===== config.mk =====
export PLATFORM = sky130hd
export DESIGN_NAME = uart_tx_queue
export DESIGN_NICKNAME = d
export VERILOG_FILES = /design/src/rtl/uart_pkg.sv /design/src/rtl/sync_fifo_byte.sv /design/src/rtl/uart_tx_queue.sv
export SDC_FILE = /design/constraint.sdc
export NUM_CORES = 1
export LEC_CHECK = 0
export CORE_MARGIN = 1.5
export CORE_UTILIZATION = 48
export CTS_BUF_LIST = sky130_fd_sc_hd__clkbuf_2
export CTS_CLUSTER_SIZE = 40
export DETAILED_ROUTE_END_ITERATION = 16
export PLACE_DENSITY = 0.69
export SLEW_MARGIN = 20
export SYNTH_ARGS = -nofsm -noshare
export SYNTH_HDL_FRONTEND = slang
export SYNTH_SLANG_ARGS = --single-unit

===== constraint.sdc =====
create_clock -name sys_clk -period 2.8 [get_ports sys_clk]
set_input_delay 0.28 -clock sys_clk [delete_from_list [all_inputs] [get_ports sys_clk]]
set_output_delay 0.28 -clock sys_clk [all_outputs]
set_load 0.005 [all_outputs]

===== src/rtl/uart_pkg.sv =====
// Shared constants for the high-speed UART path: bit timing, frame length and
// the pacing FSM state encoding.
package uart_pkg;
  localparam int BPS_CNT         = 25;
  localparam int BPS_CNT_HALF    = 12;
  localparam int UART_FRAME_CLKS = 10 * BPS_CNT + 10;

  localparam logic [1:0] S_IDLE   = 2'd0;
  localparam logic [1:0] S_STROBE = 2'd1;
  localparam logic [1:0] S_WAIT   = 2'd2;

  typedef logic [7:0] byte_t;
endpackage


===== src/rtl/sync_fifo_byte.sv =====
// Byte-wide synchronous FIFO with registered read data and registered
// full/empty flags derived from an explicit occupancy count.
module sync_fifo_byte
  import uart_pkg::*;
#(
  parameter int DEPTH_LOG2 = 4
) (
  input  logic                  clk,
  input  logic                  rst_n,
  input  logic                  wr_en,
  input  byte_t                 wr_data,
  input  logic                  rd_en,
  output byte_t                 rd_data,
  output logic [DEPTH_LOG2:0]   count,
  output logic                  full,
  output logic                  empty
);
  localparam int                    DEPTH   = 1 << DEPTH_LOG2;
  localparam logic [DEPTH_LOG2-1:0] PTR_ONE = 1;
  localparam logic [DEPTH_LOG2:0]   CNT_ONE = 1;
  localparam logic [DEPTH_LOG2:0]   CNT_MAX = (DEPTH_LOG2+1)'(DEPTH);

  byte_t                 r_mem [DEPTH];
  logic [DEPTH_LOG2-1:0] r_wr_ptr, r_rd_ptr;
  logic [DEPTH_LOG2:0]   r_count, w_count_nxt;
  logic                  r_full, r_empty;
  byte_t                 r_rd_data;
  logic                  w_wr, w_rd;

  // Flags are the registered view, so a write in a full cycle is dropped
  // even when a pop frees a slot in that same cycle.
  assign w_wr = wr_en & ~r_full;
  assign w_rd = rd_en & ~r_empty;

  always_comb begin
    w_count_nxt = r_count;
    case ({w_wr, w_rd})
      2'b10:   w_count_nxt = r_count + CNT_ONE;
      2'b01:   w_count_nxt = r_count - CNT_ONE;
      default: w_count_nxt = r_count;
    endcase
  end

  always_ff @(posedge clk) begin
    if (w_wr) r_mem[r_wr_ptr] <= wr_data;
  end

  always_ff @(posedge clk or negedge rst_n) begin
    if (!rst_n) begin
      r_wr_ptr  <= '0;
      r_rd_ptr  <= '0;
      r_count   <= '0;
      r_full    <= 1'b0;
      r_empty   <= 1'b1;
      r_rd_data <= '0;
    end else begin
      if (w_wr) r_wr_ptr <= r_wr_ptr + PTR_ONE;
      if (w_rd) begin
        r_rd_ptr  <= r_rd_ptr + PTR_ONE;
        r_rd_data <= r_mem[r_rd_ptr];
      end
      r_count <= w_count_nxt;
      r_full  <= (w_count_nxt == CNT_MAX);
      r_empty <= (w_count_nxt == '0);
    end
  end

  assign rd_data = r_rd_data;
  assign count   = r_count;
  assign full    = r_full;
  assign empty   = r_empty;
endmodule


===== src/rtl/uart_tx_queue.sv =====
// Byte queue plus pacing FSM for a transmitter with no busy output: one
// strobe per byte, spaced so the previous frame has always finished.
module uart_tx_queue
  import uart_pkg::*;
#(
  parameter int DEPTH_LOG2  = 4,
  parameter int FRAME_CLKS  = UART_FRAME_CLKS,
  parameter int STROBE_CLKS = 2
) (
  input  logic                  sys_clk,
  input  logic                  sys_rst_n,
  input  logic                  wr_en,
  input  logic [7:0]            wr_data,
  output logic                  full,
  output logic                  empty,
  output logic [DEPTH_LOG2:0]   count,
  output logic                  overflow,
  output logic                  busy,
  output logic                  uart_send,
  output logic [7:0]            uart_data_out
);
  localparam logic [8:0] CNT_ONE     = 9'd1;
  localparam logic [8:0] STROBE_LAST = 9'(STROBE_CLKS - 1);
  localparam logic [8:0] FRAME_LAST  = 9'(FRAME_CLKS - 1);

  logic [1:0] r_state;
  logic [8:0] r_cnt;
  logic       r_send, r_overflow;
  logic       w_pop, w_full, w_empty;

  assign w_pop = (r_state == S_IDLE) & ~w_empty;

  // Registered read port doubles as the output data hold register: it only
  // moves on a pop, so data is stable across the whole strobe.
  sync_fifo_byte #(.DEPTH_LOG2(DEPTH_LOG2)) u_fifo (
    .clk     (sys_clk),
    .rst_n   (sys_rst_n),
    .wr_en   (wr_en),
    .wr_data (wr_data),
    .rd_en   (w_pop),
    .rd_data (uart_data_out),
    .count   (count),
    .full    (w_full),
    .empty   (w_empty)
  );

  always_ff @(posedge sys_clk or negedge sys_rst_n) begin
    if (!sys_rst_n) begin
      r_state    <= S_IDLE;
      r_cnt      <= '0;
      r_send     <= 1'b0;
      r_overflow <= 1'b0;
    end else begin
      r_overflow <= wr_en & w_full;
      case (r_state)
        S_IDLE: begin
          if (!w_empty) begin
            r_state <= S_STROBE;
            r_send  <= 1'b1;
            r_cnt   <= '0;
          end
        end
        S_STROBE: begin
          r_cnt <= r_cnt + CNT_ONE;
          if (r_cnt == STROBE_LAST) begin
            r_send  <= 1'b0;
            r_state <= S_WAIT;
          end
        end
        S_WAIT: begin
          // Leaving at FRAME_LAST keeps cnt bounded without a saturate check.
          r_cnt <= r_cnt + CNT_ONE;
          if (r_cnt == FRAME_LAST) r_state <= S_IDLE;
        end
        default: r_state <= S_IDLE;
      endcase
    end
  end

  assign full      = w_full;
  assign empty     = w_empty;
  assign overflow  = r_overflow;
  assign busy      = (r_state != S_IDLE);
  assign uart_send = r_send;
endmodule


== Yosys cells after proc, flatten, opt, wreduce, memory -nomap -nowiden ==
Memories as Yosys holds them, arrays and structs flattened. A register that Yosys moved wholly into a read port is not among the register bits.
Cells that the tools add are included.
Widths: inputs -> output; s select.
Storage, ports and cells
  logic and storage cells: 53
  bits of input ports: 11
  memories kept: 1
  flip-flop bits (word level): 28
  output and inout bits: 18
  bits in writable memories: 128
Operators by class
  equality and inequality tests: 10
  bitwise gates (word level): 6
  reduce and logical (&&, ||, !) cells: 10
  multiplexer cells: 12
  $add $sub $neg: 5
Memories
  u_fifo.r_mem: words 16, width 8, rd ports 1, clocked after Yosys merged registers in 1, wr ports 1, RTL line sync_fifo_byte.sv:23  | byte_t r_mem [DEPTH];
Operator list (count)
  $pmux 9 s2: 1
  $pmux 5 s2: 1
  $add 9x1->9 const B: 1
  $eq 9x1->1 const B: 1
  $eq 9x9->1 const B: 1
  $mux 9: 1
  $add 4x1->4 const B: 2
  $mux 2: 3
  $ne 2x2->1 const B: 3
  $pmux 2 s3: 1
  $reduce_and 3->1: 2
  $reduce_bool 2->1: 3
  $add 5x1->5 const B: 1
  $eq 5x5->1 const B: 1
  $logic_not 5->1: 1
  $sub 5x1->5 const B: 1
  $and 1x1->1: 4
  $eq 2x1->1 const B: 2
  $eq 2x2->1 const B: 2
  $mux 1: 4
  $logic_not 2->1: 1
  $not 1->1: 2
  $pmux 1 s2: 1
  $reduce_and 2->1: 1
  2 further kinds: 2

== Logic depth before layout (Yosys ltp) ==
Gate-level depths: netlist of run 1.
  depth after elaboration: 6
  gate-level depth with buffers: 13
  depth with buffers taken out: 12

== Modules after synthesis ==
From an unflattened synthesis of run 1, not the netlist that was laid out.
Unflattened totals
  cell total of the unflattened synthesis: 392
  area, all modules: 6864.1 µm²
By module, submodules not included
  sync_fifo_byte: sequential area each 4420.5 µm², area each 6108.4 µm², times used 1, cells each 315
  uart_tx_queue: sequential area each 325.3 µm², area each 755.7 µm², times used 1, cells each 77

== Least setup slack after synthesis of run 1 ==
OpenSTA, ideal clock, no wires.
  path type: register -> register
  start: reg r_state[0]
  end: reg u_fifo.r_full, in the netlist u_fifo.full
  buffers on the path: 1
  arrival: 2.392 ns
  cell stages (with the launch flop): 13
  setup time: 0.080 ns
  data required time: 2.720 ns
  clock period less this slack: 2.472 ns
  slack: 0.328 ns
  path through: dfrtp_1 inv_1 ha_1 nand2b_2 inv_2 buf_4 nand2_1 xnor2_1 ha_1 or4b_1 a21oi_1 and3b_1 nor3b_2
Between the ends
  cells in the longest elaborated chain, start to end: 6
  elaborated cells between the ends (all ways): 7
  classes of those cells: eq/ne (3); mux (1); bitwise (2); reduce/logical (1)
Ends and longest elaborated chain
  from (decl): RTL line uart_tx_queue.sv:26  | logic [1:0] r_state;
  from (signal assigned): RTL line uart_tx_queue.sv:49  | r_state <= S_IDLE;
  from (signal assigned): RTL line uart_tx_queue.sv:58  | r_state <= S_STROBE;
  from (signal assigned): RTL line uart_tx_queue.sv:67  | r_state <= S_WAIT;
  $logic_not 2->1 (*): RTL line uart_tx_queue.sv:31  | assign w_pop = (r_state == S_IDLE) & ~w_empty;
  $and 1x1->1 (*): RTL line uart_tx_queue.sv:31
  $and 1x1->1 (*): RTL line sync_fifo_byte.sv:33  | assign w_rd = rd_en & ~r_empty;
  $eq 2x1->1 or $eq 2x2->1 (tied branches): RTL line sync_fifo_byte.sv:37  | case ({w_wr, w_rd})
  $pmux 5 s2 (*): RTL line sync_fifo_byte.sv:37
  $eq 5x5->1 (*): RTL line sync_fifo_byte.sv:63  | r_full <= (w_count_nxt == CNT_MAX);
  to (signal assigned): RTL line sync_fifo_byte.sv:63
  to (decl): RTL line sync_fifo_byte.sv:26  | logic r_full, r_empty;
Mark *: on every way between the ends. The rest lies on a longest branch, timed or not.
A chain may end at the register's enable or synchronous reset.

== Final worst setup path of run 1 ==
Same ends and word-level chain as after synthesis.

==> out/results.tsv, run 1 <==
stage	metric	value	unit
worst_setup_path	worst-path maximum fanout	7	
sta	min cycle time layout	2.59	ns
flow_run	maxcap violations	0	
worst_setup_path	reg-to-reg startpoint	r_state[0]	
clock_network	clock latency on the worst-skew pair	0.69	ns
synth	EDFF count, synth	128	
clock_network	H-tree depth	4	
worst_setup_path	CP Cell Sequence	inv_1 > ha_1 > nand2b_2 > inv_2 > nand2_1 > xnor2_1 > ha_1 > or4b_1 > a21oi_1 > and3b_1 > nor3b_2	
global_routing	first-pass GRT wire length	20100	um
worst_setup_path	Top delay family on crit path	simple AND/OR/NAND/NOR gates	
clock_network	CTS-repair resized insts	0	
synth	share of async-settable or async-resettable flops after synthesis	22.0	%
place	Placed Cells incl. Taps	599	
global_routing	pin count of the biggest net entering global routing	37	
die	die width	123	um
synth	Top FF cell, synth	edfxtp_1	
worst_setup_path	Worst Path Required	3.44	ns
detailed_routing	drt first-iter violations	346	
synth	syn_nets	425	
pwr	PD cells	983	mW/mm^2
detailed_routing	total wire length	12800	um
detailed_routing	# DRC	0	
worst_setup_path	most used cell, CP	ha_1	
clock_network	CTS tree	yes	
final_layout	layout cells sized above 1	18.1	%
worst_setup_path	Critical Path AT	3.22	ns
die	# rows	43	
worst_setup_path	crit path launch type	flip-flop	
final_layout	Non-Filler Instances	632	
worst_hold_path	Hold Startpoint	wr_en	
die	IO Pins	29	
global_routing	GR Util met1	23.6	%
sta	final clock skew	0.0322	ns
clock_network	Root Buffer	clkbuf_2	
synth	Synth Register Bits	164	
sta	RSZ-0062 raised after global routing	false	
synth	synth top area cells	edfxtp_1 56%, dfrtp_1 13%, mux4_2 10%	
detailed_routing	DR pass1 iterations	5	
worst_setup_path	Crit Path Class	flip-flop to flip-flop	
sta	# setup viols final	0	
global_routing	GRT overflow	0	
die	Core Box Area	0.0139	sq mm
detailed_routing	Vias	3552	
worst_setup_path	FF-to-FF path depth	11	
final_layout	Area growth syn-to-layout	9.82	%
place	gpl congestion	0.817	
global_routing	layer with the highest usage	met2	
clock_network	total CTS buffers	17	
final_layout	Layout Cell Area excl Fill	0.00756	sq mm
detailed_routing	Antenna Nets Post-Route	0	
place	post-DP HPWL	8380	um
final_layout	Layout Nets	464	
sta	setup_tns	0	ns
clock_network	CTS sink cnt	164	
global_routing	antenna violations before repair	0	
global_routing	vias in the first global route	3688	
detailed_routing	per-cell routed wire length	20.3	um
sta	Final period util	92.4	%
sta	worst relative slew slack	42.7	%
global_routing	met2 Usage GRT	31.4	%
sta	worst-margin pin slew	0.859	ns
die	effective utilization at floorplan	49.4	%
worst_setup_path	R2R Setup Slk	0.21	ns
worst_hold_path	worst hold path class	primary input to flip-flop	
worst_setup_path	Crit. End Element	flip-flop	
worst_hold_path	hold path depth	2	
global_routing	overall routing resource usage	18.7	%
global_routing	met3 global-route usage	5.07	%
worst_setup_path	CP bufs+invs	2	
synth	Yosys Warn Count	0	
worst_hold_path	Hold Path End	overflow	
run_status	outcome	complete, no violations	
pwr	total power	7430	uW
place	Port Buffers	28	
sta	fmax	387	MHz
clock_network	Worst-path clk slew	0.22	ns
synth	Gate Count Post-Synth	400	
clock_network	Max clock buf depth	2	
worst_setup_path	CP max stage delay	0.49	ns
synth	Avg Cell Area, Syn	17.2	sq um
pwr	leak pwr	0.00265	uW
pwr	Max VDD drop	0.000532	V
synth	post-synth top area cell	edfxtp_1	
synth	Synth Cell Area	0.00688	sq mm
die	DIE AREA	0.0151	sq mm
sta	Max Slew Vio Count	0	
synth	register area share after synthesis	69.0	%
synth	synth unique cells	54	
sta	hold slack	0.171	ns
sta	Final Hold Viols	0	
place	Placed Area	0.00735	sq mm
final_layout	diode count	0	
die	Die Ht	123	um
worst_setup_path	Worst R2R End	u_fifo.full	
final_layout	most frequent cells in the layout	128 x edfxtp_1, 34 x dfrtp_1, 32 x mux4_2	
final_layout	commonest non-fill, non-tap cell in the layout	edfxtp_1	
detailed_routing	Via density	5.62	
synth	Synth top area share	55.9	%
worst_setup_path	slowest CP cell	or4b_1	
## cell families (layout without fill, tap and decap cells)
kind of cell,count (synthesis),in the layout,share of synthesized area (%)
AOI/OAI and AO/OA,45,45,4.15
and+or+nand+nor,82,82,6.95
xor gates and xnor gates,13,13,1.65
adders and majority gates,14,14,2.55
buffers and inverters,30,82,2.29
muxes,52,52,13.4
DFF,164,164,69.0
## stage by stage
step / setup WS [ns] / utilization, %
6_report: 0.213 / 54.2
5_1_grt: 0.0675 / 54.2
4_1_cts: 0.233 / 54.2
3_5_place_dp: 0.161 / 52.7
3_3_place_gp: 0.267 / 52.7
2_1_floorplan: 0.328 / -
## cell type report
| class | instances | area, sq um |
|---|---|---|
| fill | 1132 | 6380 |
| sequential | 164 | 4750 |
| multi-input combinational | 206 | 1980 |
| timing repair buffer | 37 | 358 |
| tap | 180 | 225 |
| clock inverter | 14 | 110 |
| clock buffer | 18 | 90.1 |
| inverter | 13 | 48.8 |
## repair_timing
item	CTS	global route
hold buffers	1	0
buffers inserted	0	0
setup endpoints to repair	0	0
endpoints found under the hold margin	35	0
## power breakdown
group          total (uW)  switching, uW  internal [uW]  leakage [uW]
logic                2880           1460           1420      0.000925
registers            3440            390           3050       0.00160
clock network        1110            794            315      0.000124
total                7430           2640           4780       0.00265
## worst max-delay path by stage
stage	start	endpoint	slack, ns	cells past startpoint
after floorplan	r_state[0]	u_fifo.full	0.33	12
after global placement	wr_en	u_fifo.full	0.27	10
after detailed placement	wr_en	u_fifo.full	0.16	10
after CTS	r_state[0]	u_fifo.full	0.23	11
after global routing	r_state[0]	u_fifo.empty	0.07	11
final	r_state[0]	u_fifo.full	0.21	11
## layer usage
metal,vias to the layer above,part of all wire [%],routed length (um)
met5,-,0,0
met4,0,1.2,157
met3,12,5.3,686
met2,98,52,6660
met1,1799,42,5340
li1,1643,-,-
## state kept, by name (all words and copies together) (netlist names)
register,flops
overflow,1
r_cnt,9
r_state,2
u_fifo.count,5
u_fifo.empty,1
u_fifo.full,1
u_fifo.r_mem,128
u_fifo.r_rd_ptr,4
u_fifo.r_wr_ptr,4
u_fifo.rd_data,8
uart_send,1
## cell usage after synthesis, types with 2 or more instances
master / instances
a21oi_1: 16
and2_1: 18
buf_2: 9
buf_4: 3
buf_6: 3
dfrtp_1: 35
edfxtp_1: 128
ha_1: 14
inv_1: 11
inv_2: 2
mux2_1: 2
mux2i_1: 17
mux4_2: 32
nand2_1: 16
nand3_1: 6
nand4_1: 5
nor2_1: 10
nor3_1: 9
nor3b_2: 2
o2111ai_1: 3
o21ai_0: 10
o21ai_1: 4
or3_1: 3
xnor2_1: 10
xor2_1: 3
Note: power is estimated with default switching activity, not from simulation.
==> run 2, diff against run 1 <==
--- a/config.mk
+++ b/config.mk
@@ -5,12 +5,13 @@
 export SDC_FILE = /design/constraint.sdc
 export NUM_CORES = 1
 export LEC_CHECK = 0
+export CORE_ASPECT_RATIO = 0.75
 export CORE_MARGIN = 1.5
-export CORE_UTILIZATION = 48
+export CORE_UTILIZATION = 54
 export CTS_BUF_LIST = sky130_fd_sc_hd__clkbuf_2
 export CTS_CLUSTER_SIZE = 40
 export DETAILED_ROUTE_END_ITERATION = 16
-export PLACE_DENSITY = 0.69
+export PLACE_DENSITY = 0.76
 export SLEW_MARGIN = 20
 export SYNTH_ARGS = -nofsm -noshare
 export SYNTH_HDL_FRONTEND = slang
==> run 2 against run 1 <==
Compared with the run above: via count hardly changed; non-clock buffer count fell by 1; clock power grew 9.9%; register-to-register slack lost 0.04 ns; final area rose by 0.28%; critical path depth stayed put; count of clock-buffer cells in the layout is 1 lower; first-iteration DRC count down 35%; worst setup slack worse by 0.040 ns; die area fell by 11%; utilization is 7.1 points higher; global-route usage is 1.5 points higher; largest cell class unchanged.
==> out/results.tsv, run 2 (synthesized netlist as in run 1, its figures left out) <==
stage	metric	value	unit	change
final_layout	commonest non-fill, non-tap cell in the layout	edfxtp_1		unchanged
pwr	sequential power share	46.6	%	was 46.3%
final_layout	Layout fillers	918		was 1132
sta	final clock skew	0.0232	ns	was 0.0322 ns
die	Die Ht	101	um	was 123 um
sta	Final period util	93.8	%	was 92.4%
final_layout	Area growth syn-to-layout	10.1	%	was 9.82%
worst_setup_path	Crit. End Element	flip-flop		unchanged
detailed_routing	# DRC	0		unchanged
die	Core Box Area	0.0123	sq mm	was 0.0139 sq mm
run_status	outcome	complete, no violations		unchanged
pwr	leak pwr	0.00267	uW	was 0.00265 uW
detailed_routing	total wire length	12300	um	was 12800 um
clock_network	Post-CTS Setup Bufs	0		unchanged
clock_network	CTS sink cnt	164		unchanged
worst_setup_path	FF-to-FF path depth	11		unchanged
clock_network	H-tree depth	4		unchanged
die	die width	133	um	was 123 um
detailed_routing	drt first-iter violations	225		was 346
final_layout	most flop-heavy register	u_fifo.r_mem		unchanged
pwr	Internal	4760	uW	was 4780 uW
sta	fmax	381	MHz	was 387 MHz
pwr	total power	7510	uW	was 7430 uW
sta	Max Slew Vio Count	0		unchanged
sta	Final Hold Viols	0		unchanged
sta	min cycle time layout	2.63	ns	was 2.59 ns
sta	worst relative slew slack	44.3	%	was 42.7%
global_routing	first-pass GRT wire length	19600	um	was 20100 um
worst_setup_path	crit path launch type	flip-flop		unchanged
global_routing	overall routing resource usage	20.2	%	was 18.7%
final_layout	number of flip-flops in the largest register	128		unchanged
pwr	Max VDD drop	0.000554	V	was 0.000532 V
clock_network	Root Buffer	clkbuf_2		unchanged
worst_setup_path	Crit Path Class	flip-flop to flip-flop		unchanged
clock_network	Worst-path clk slew	0.26	ns	was 0.22 ns
global_routing	antenna violations before repair	0		unchanged
sta	worst-margin pin slew	0.836	ns	was 0.859 ns
flow_run	maxcap violations	0		unchanged
clock_network	clock latency on the worst-skew pair	0.72	ns	was 0.69 ns
place	post-DP HPWL	8280	um	was 8380 um
pwr	combinational share of power	37.2	%	was 38.8%
worst_hold_path	worst hold path class	primary input to flip-flop		unchanged
sta	RSZ-0062 raised after global routing	false		unchanged
worst_hold_path	Hold Path End	overflow		unchanged
clock_network	CTS tree	yes		unchanged
die	DIE AREA	0.0134	sq mm	was 0.0151 sq mm
worst_hold_path	Hold Startpoint	wr_en		unchanged
detailed_routing	Vias	3555		was 3552
global_routing	vias in the first global route	3576		was 3688
worst_setup_path	Critical Path AT	3.28	ns	was 3.22 ns
die	IO Pins	29		unchanged
pwr	PD cells	991	mW/mm^2	was 983 mW/mm^2
global_routing	GRT overflow	0		unchanged
worst_setup_path	Worst R2R End	u_fifo.empty		was u_fifo.full
sta	hold slack	0.117	ns	was 0.171 ns
worst_setup_path	Worst Path Required	3.45	ns	was 3.44 ns
sta	setup_tns	0	ns	unchanged
sta	# setup viols final	0		unchanged
detailed_routing	per-cell routed wire length	19.9	um	was 20.3 um
worst_setup_path	R2R Setup Slk	0.17	ns	was 0.21 ns
die	effective utilization at floorplan	55.7	%	was 49.4%
pwr	clock share of power	16.2	%	was 14.9%
clock_network	Max clock buf depth	2		unchanged
clock_network	total CTS buffers	17		unchanged
worst_setup_path	reg-to-reg startpoint	r_state[0]		unchanged
pwr	switching pwr	2750	uW	was 2640 uW
detailed_routing	Antenna Nets Post-Route	0		unchanged
pwr	Net Sw Frac	36.7	%	was 35.6%
final_layout	Layout Nets	463		was 464
worst_hold_path	hold path depth	2		unchanged
final_layout	fin util	61.4	%	was 54.2%
global_routing	pin count of the biggest net entering global routing	37		unchanged
die	# rows	35		was 43
detailed_routing	Via density	5.75		was 5.62
worst_setup_path	worst-path maximum fanout	7		unchanged
place	gpl congestion	0.900		was 0.817
detailed_routing	DR pass1 iterations	4		was 5
final_layout	most frequent cells in the layout	128 x edfxtp_1, 34 x dfrtp_1, 32 x mux4_2		unchanged
final_layout	layout cells sized above 1	19.1	%	was 18.1%
place	Port Buffers	28		unchanged
run 2: worst max path at each step:
stage                     from  slack [ns]      endpoint
floorplan           r_state[0]        0.33   u_fifo.full
global placement         wr_en        0.29   u_fifo.full
detailed placement       wr_en        0.26  u_fifo.empty
CTS                 r_state[0]        0.20  u_fifo.empty
global route        r_state[0]       0.003  u_fifo.empty
finish              r_state[0]        0.17  u_fifo.empty
run 2: final cells by class:
| cell class | instances | area [sq um] | area share [%] |
|---|---|---|---|
| clock buffers | 17 | 85.1 | 1.12 |
| inverters | 13 | 48.8 | 0.644 |
| well taps | 166 | 208 | 2.74 |
| flip-flops and latches | 164 | 4750 | 62.6 |
| clock inverters | 15 | 155 | 2.05 |
| diodes | 1 | 2.50 | 0.0330 |
| repair buffers | 36 | 350 | 4.62 |
| multi-input cells | 206 | 1980 | 26.1 |
run 2: through the flow:
stage               instance area, sq um  std cells  setup slack (ns)
finish                              7580        618             0.173
global route                        7570        617           0.00341
CTS                                 7570        617             0.200
detailed placement                  7320        584             0.255
global placement                    7320        584             0.288
floorplan                           6880        400             0.328
run 2: worst max-delay path, stage by stage, from the launching register on:
cell      delay [ns]
dfrtp_1         0.46
inv_1           0.12
ha_1            0.24
nand2b_2        0.09
inv_2           0.11
nand2_1         0.12
xnor2_1         0.15
ha_1            0.31
or4b_1          0.48
a21oi_1         0.12
and3b_1         0.21
nor3_2          0.14
run 2: timing repair:
action / in CTS / in global routing
setup endpoints to repair: 0 / 2
hold endpoints to repair: 35 / 0
hold buffers: 1 / 0
gates resized for setup: 0 / 1
run 2: power by group through the flow:
stage / clock, uW / combinational, uW / sequential, uW
3_5_place_dp: 0 / 2780 / 3560
6_report: 1220 / 2790 / 3500
4_1_cts: 1260 / 2800 / 3500
3_3_place_gp: 0 / 2700 / 3530
2_1_floorplan: 0 / 2210 / 3280
5_1_grt: 1360 / 3070 / 3570
run 2: layer usage:
metal,vias to the layer above,share of wire [%],GRT usage (%),wire length (um)
met4,0,1.4,6.52,167
met2,107,46,31.0,5690
li1,1647,-,-,-
met5,-,0,0,0
met3,13,5.5,5.63,673
met1,1788,47,28.3,5740
